--- config.mk ---
export PLATFORM = sky130hd
export DESIGN_NAME = countdown_timer
export DESIGN_NICKNAME = d
export VERILOG_FILES = /design/src/rtl/countdown_pkg.sv /design/src/rtl/countdown_timer.sv
export SDC_FILE = /design/constraint.sdc
export NUM_CORES = 1
export LEC_CHECK = 0
export ABC_AREA = 1
export CAP_MARGIN = 20
export CORE_MARGIN = 2
export CORE_UTILIZATION = 35
export CTS_CLUSTER_DIAMETER = 30
export DETAILED_ROUTE_END_ITERATION = 7
export GPL_TIMING_DRIVEN = 0
export PLACE_DENSITY = 0.6
export SLEW_MARGIN = 0
export SYNTH_ARGS = -nofsm -noshare
export SYNTH_HDL_FRONTEND = slang
export SYNTH_SLANG_ARGS = --single-unit
--- constraint.sdc ---
create_clock -name clk -period 3.7 [get_ports clk]
set_clock_uncertainty 0.15 [all_clocks]
set_input_delay 0.555 -clock clk [delete_from_list [all_inputs] [get_ports clk]]
set_output_delay 0.555 -clock clk [all_outputs]
set_load 0.005 [all_outputs]
--- src/rtl/countdown_pkg.sv ---
// Shared definitions for the loadable countdown timer: state encoding and default width.
package countdown_pkg;

    localparam int DEFAULT_WIDTH = 6;

    typedef enum logic {
        ST_IDLE = 1'b0,
        ST_RUN  = 1'b1
    } state_t;

endpackage

--- src/rtl/countdown_timer.sv ---
// Loadable down-counter with valid/ready load, pause, abort and a one-cycle expiry strobe.
// Optional macro COUNTDOWN_AUTORELOAD_EN adds a `reload` input that restarts from the last load.
module countdown_timer
    import countdown_pkg::*;
#(
    parameter int WIDTH = DEFAULT_WIDTH
) (
    input  logic             clk,
    input  logic             rst,
    input  logic             load_valid,
    output logic             load_ready,
    input  logic [WIDTH-1:0] load_value,
    input  logic             pause,
    input  logic             abort,
`ifdef COUNTDOWN_AUTORELOAD_EN
    input  logic             reload,
`endif
    output logic [WIDTH-1:0] count,
    output logic             busy,
    output logic             expire
);

    state_t           state_reg;
    logic [WIDTH-1:0] count_reg;
    logic             busy_reg;
    logic             expire_reg;
    logic             handshake;
    logic             terminal;

`ifdef COUNTDOWN_AUTORELOAD_EN
    logic [WIDTH-1:0] reload_reg;
`endif

    assign load_ready = (state_reg == ST_IDLE);
    assign handshake  = load_valid & load_ready;
    // Treating anything <= 1 as terminal keeps the decrement from ever wrapping below zero.
    assign terminal   = (count_reg <= WIDTH'(1));

    always_ff @(posedge clk) begin
        if (rst) begin
            state_reg  <= ST_IDLE;
            count_reg  <= '0;
            busy_reg   <= 1'b0;
            expire_reg <= 1'b0;
`ifdef COUNTDOWN_AUTORELOAD_EN
            reload_reg <= '0;
`endif
        end else begin
            expire_reg <= 1'b0;
            case (state_reg)
                ST_IDLE: begin
                    if (handshake) begin
`ifdef COUNTDOWN_AUTORELOAD_EN
                        reload_reg <= load_value;
`endif
                        if (load_value != '0) begin
                            count_reg <= load_value;
                            busy_reg  <= 1'b1;
                            state_reg <= ST_RUN;
                        end else begin
                            // Zero-length timeout: expire immediately without leaving IDLE.
                            expire_reg <= 1'b1;
                        end
                    end
                end
                ST_RUN: begin
                    if (abort) begin
                        count_reg <= '0;
                        busy_reg  <= 1'b0;
                        state_reg <= ST_IDLE;
                    end else if (!pause) begin
                        if (terminal) begin
                            expire_reg <= 1'b1;
`ifdef COUNTDOWN_AUTORELOAD_EN
                            if (reload) begin
                                count_reg <= reload_reg;
                            end else begin
                                count_reg <= '0;
                                busy_reg  <= 1'b0;
                                state_reg <= ST_IDLE;
                            end
`else
                            count_reg <= '0;
                            busy_reg  <= 1'b0;
                            state_reg <= ST_IDLE;
`endif
                        end else begin
                            count_reg <= count_reg - WIDTH'(1);
                        end
                    end
                end
                default: begin
                    state_reg <= ST_IDLE;
                    count_reg <= '0;
                    busy_reg  <= 1'b0;
                end
            endcase
        end
    end

    assign count  = count_reg;
    assign busy   = busy_reg;
    assign expire = expire_reg;

endmodule

### After elaboration in Yosys (flattened, before gate mapping)

Index checks and enable logic that the tools add are counted.

* bits in registers: 9
* input bits: 11
* output and inout port bits: 9
* word-level logic and storage cells: 39

* add/subtract/negate cells: 1
* order comparisons: 1
* equality and inequality tests: 4
* multiplexer cells: 24
* bitwise logic cells: 2
* reduce and logical (&&, ||, !) cells: 3

Operator list (number)
* $mux W6: 5
* $mux W1: 15
* $pmux W6 S2: 1
* $le A6 B1 Y1 const B: 1
* $pmux W1 S2: 3
* $reduce_bool A6 Y1: 1
* $sub A6 B1 Y6 const B: 1
* $ne A2 B1 Y1 const B: 2
* $reduce_and A4 Y1: 1
* $ne A3 B2 Y1 const B: 1
* $ne A3 B3 Y1 const B: 1
* $reduce_and A3 Y1: 1
* $and A1 B1 Y1: 1
* $not A1 Y1: 1

### Longest topological paths before layout

* word-level depth: 5
* depth in mapped cells: 11

### Worst setup path after synthesis

No wires, ideal clock.

* path kind: input port to flip-flop
* from: input port load_value[2]
* to: register count_reg[3], in the netlist count[3]
* library setup time: 111 ps
* data arrival time: 1184 ps
* slack: 2255 ps
* cell stages on the path: 9
* buffers on the path: 1
* cells stage by stage: nor2_1 -> nand3_2 -> nand2_2 -> nand2_4 -> nand2_4 -> buf_8 -> nand2_1 -> nand2_1 -> nor2_1

* longest elaborated chain between the ends: 3

RTL lines
* from (decl): line countdown_timer.sv:12 `input logic [WIDTH-1:0] load_value,`
* $reduce_bool A6 Y1: line countdown_timer.sv:56 `if (load_value != '0) begin`
* $ne A2 B1 Y1 (no source line)
* $reduce_and A3 Y1 (no source line)
* to (signal assigned): line countdown_timer.sv:57 `count_reg <= load_value;`
* to (signal assigned): line countdown_timer.sv:88 `count_reg <= count_reg - WIDTH'(1);`
* to (decl): line countdown_timer.sv:24 `logic [WIDTH-1:0] count_reg;`

No other way between the ends.
A chain may end at the register's enable or synchronous reset.

### Final worst setup path

* from: register state_reg
* to: output port load_ready

* longest elaborated chain between the ends: 1

RTL lines
* from (decl): line countdown_timer.sv:23 `state_t state_reg;`
* from (signal assigned): line countdown_timer.sv:41 `state_reg <= ST_IDLE;`
* from (signal assigned): line countdown_timer.sv:59 `state_reg <= ST_RUN;`
* from (signal assigned): line countdown_timer.sv:70 `state_reg <= ST_IDLE;`
* $not A1 Y1
* to (decl): line countdown_timer.sv:11 `output logic load_ready,`

No other way between the ends.

==> flow_summary.yaml <==
run_status:
  status: "finished, final reports clean"
placed_design:
  portBuffers: 19
  globalplace.congestion: 0.782
  place_hpwl_um: 1130
cts:
  cts_resized: 0
  cts_buffers: 3
  clock-sinks: 9
  cts_setup_buffers: 0
  cts_buffer_depth: 2
  clkTransAtPathRegs_ps: 70
  cts_tree: "built"
  postCtsHoldBufs: 0
  cts_root_buf: "clkbuf_4"
  htree_levels: 1
  clkLatencyLatePin_ps: 260
layout:
  largest_register_ffs: 6
  diodes: 0
  post_route_cells_drive_above_1_share_pct: 11.4
  final_cell_mix: "nand2_1, nor2_1, clkdlybuf4s50_1"
  nets: 137
  mostFrequentLayoutCell: "nand2_1"
  area_delta_synth_final_pct: 39.5
sta:
  finalMaxSlewViolations: 0
  max_slew_margin_pct: 82.9
  grt_setup_unrepaired: "false"
  hold_viol_final: 0
  setup_tns_ps: 0
  timing.fmax_mhz: 505
  worst_pin_slew_ps: 256
  post-route-min-period_ps: 1980
  setup_viol: 0
  fin_crit_sh_pct: 53.6
yosys:
  synth_area_leader_cell: "dfxtp_1"
  syn-mean-instance-area_um2: 6.27
  ys_ff_latch: 9
  yosysSeqAreaShare_pct: 28.7
  yosys-top-cells-area: "dfxtp_1, nand2_1, nor2_1"
  ys_warn_count: 0
  synth_cell_types: 20
  synth_top_area_share_pct: 28.7
  synthesis.nets: 113
  synthCells: 100
  synth_area_um2: 627
grt:
  grt_overflow: 0
  antenna_found_initial: 0
  grt_start_max_net_pins: 11
  grt_pass1_vias: 508
  track_usage_pct: 15.1
  grt_pass1_wl_um: 2220
routing:
  ant_nets: 0
  drc: 0
  firstDrtPassIters: 4
  dr_total_vias: 632
  wl_per_cell_um: 9.72
  drt_iter0_markers: 8
  vias_per_cell: 4.27
  routed_wl_um: 1440
pwr:
  irDropWorstVdd_uv: 236
  p_total_mw: 0.294
  powerDensity_mw_per_mm2: 336
  p_leak_nw: 0.419
die:
  die-area_mm2: 0.00215
  num_rows: 15
  ios: 20
  die_h_um: 46.3
  floorplan.initialDensity_pct: 36.7
  coreArea_mm2: 0.00171
  dieWidth_um: 46.3
worst_setup_path:
  path_class: "register to output pin"
  crit_required_ps: 2990
  arrival_ps: 1280
  path_cells: "inv_2, buf_6, clkdlybuf4s50_1"
  slowest_delay_ps: 510
  critPathSlowestCell: "clkdlybuf4s50_1"
  critPathCaptureType: "output pin"
  critPathLaunchType: "register"
  rrSetupSlack_ps: 2170
  worst-path-buf-inv: 3
  path_max_fanout: 10
  path_delay_family: "buffers and inverters"
flow_run:
  max-cap-violations: 0
min_path:
  min_path_type: "register to register"
[final cells by class]
cell class	instances	area, um2
buffer	2	26.3
clock buffer	4	26.3
fill	186	833
inverter	13	48.8
multi-input combinational	76	372
sequential	9	180
tap	25	31.3
timing repair buffer	19	190
[metal layers]
metal	vias up	track usage, %	routed length, um
met5	-	0	0
met4	0	8.57	13
met3	2	5.10	51
met2	8	19.4	639
met1	272	21.3	734
li1	350	-	-
[Yosys cell counts (all sizes together)]
library cell and count:
o21ai 3, xor2 2, o21bai 1, nand4 1, nor2 22, buf 2, nand3b 1, ha 2
xnor2 1, a21oi 2, inv 13, dfxtp 9, nand3 4, nand2 37
[power breakdown]
part           leakage (nW)  internal (mW)  total [mW]  switching, mW
clock network        0.0150         0.0416      0.0782         0.0366
registers            0.0746          0.106       0.112        0.00686
logic                 0.329         0.0520       0.103         0.0509
[tightest hold or removal path, stage by stage (launching register included)]
cell     delay, ps
dfxtp_1        310
nand2_1         60
a21oi_1         50
[worst paths after layout]
path | from | endpoint | depth (start not counted)
setup reg to reg | count[0] | count[5] | 11
setup / recovery | state_reg | load_ready | 3
hold reg to reg | busy | busy | 2
hold / removal | busy | busy | 2
[stage by stage]
stage	hold WS, ps	area, um2	util, %	setup WS [ps]	cells
after CTS	320	875	51.2	1700	148
after global routing	342	875	51.2	1660	148
final	313	875	51.2	1720	148
after detailed placement	310	848	49.7	1660	144
after global placement	301	848	49.7	1670	144
after floorplan	299	627	-	2250	100
[cell families (layout without fill, tap and decap cells)]
kind of cell | count (synthesis) | count (layout) | share of synthesized area [%]
compound gates | 6 | 6 | 5.19
xor+xnor | 3 | 3 | 4.19
fa+ha+maj | 2 | 2 | 3.99
buf+inv | 15 | 38 | 12.0
flops | 9 | 9 | 28.7
simple gates | 65 | 65 | 45.9
Power figures use the tool's default switching activity.
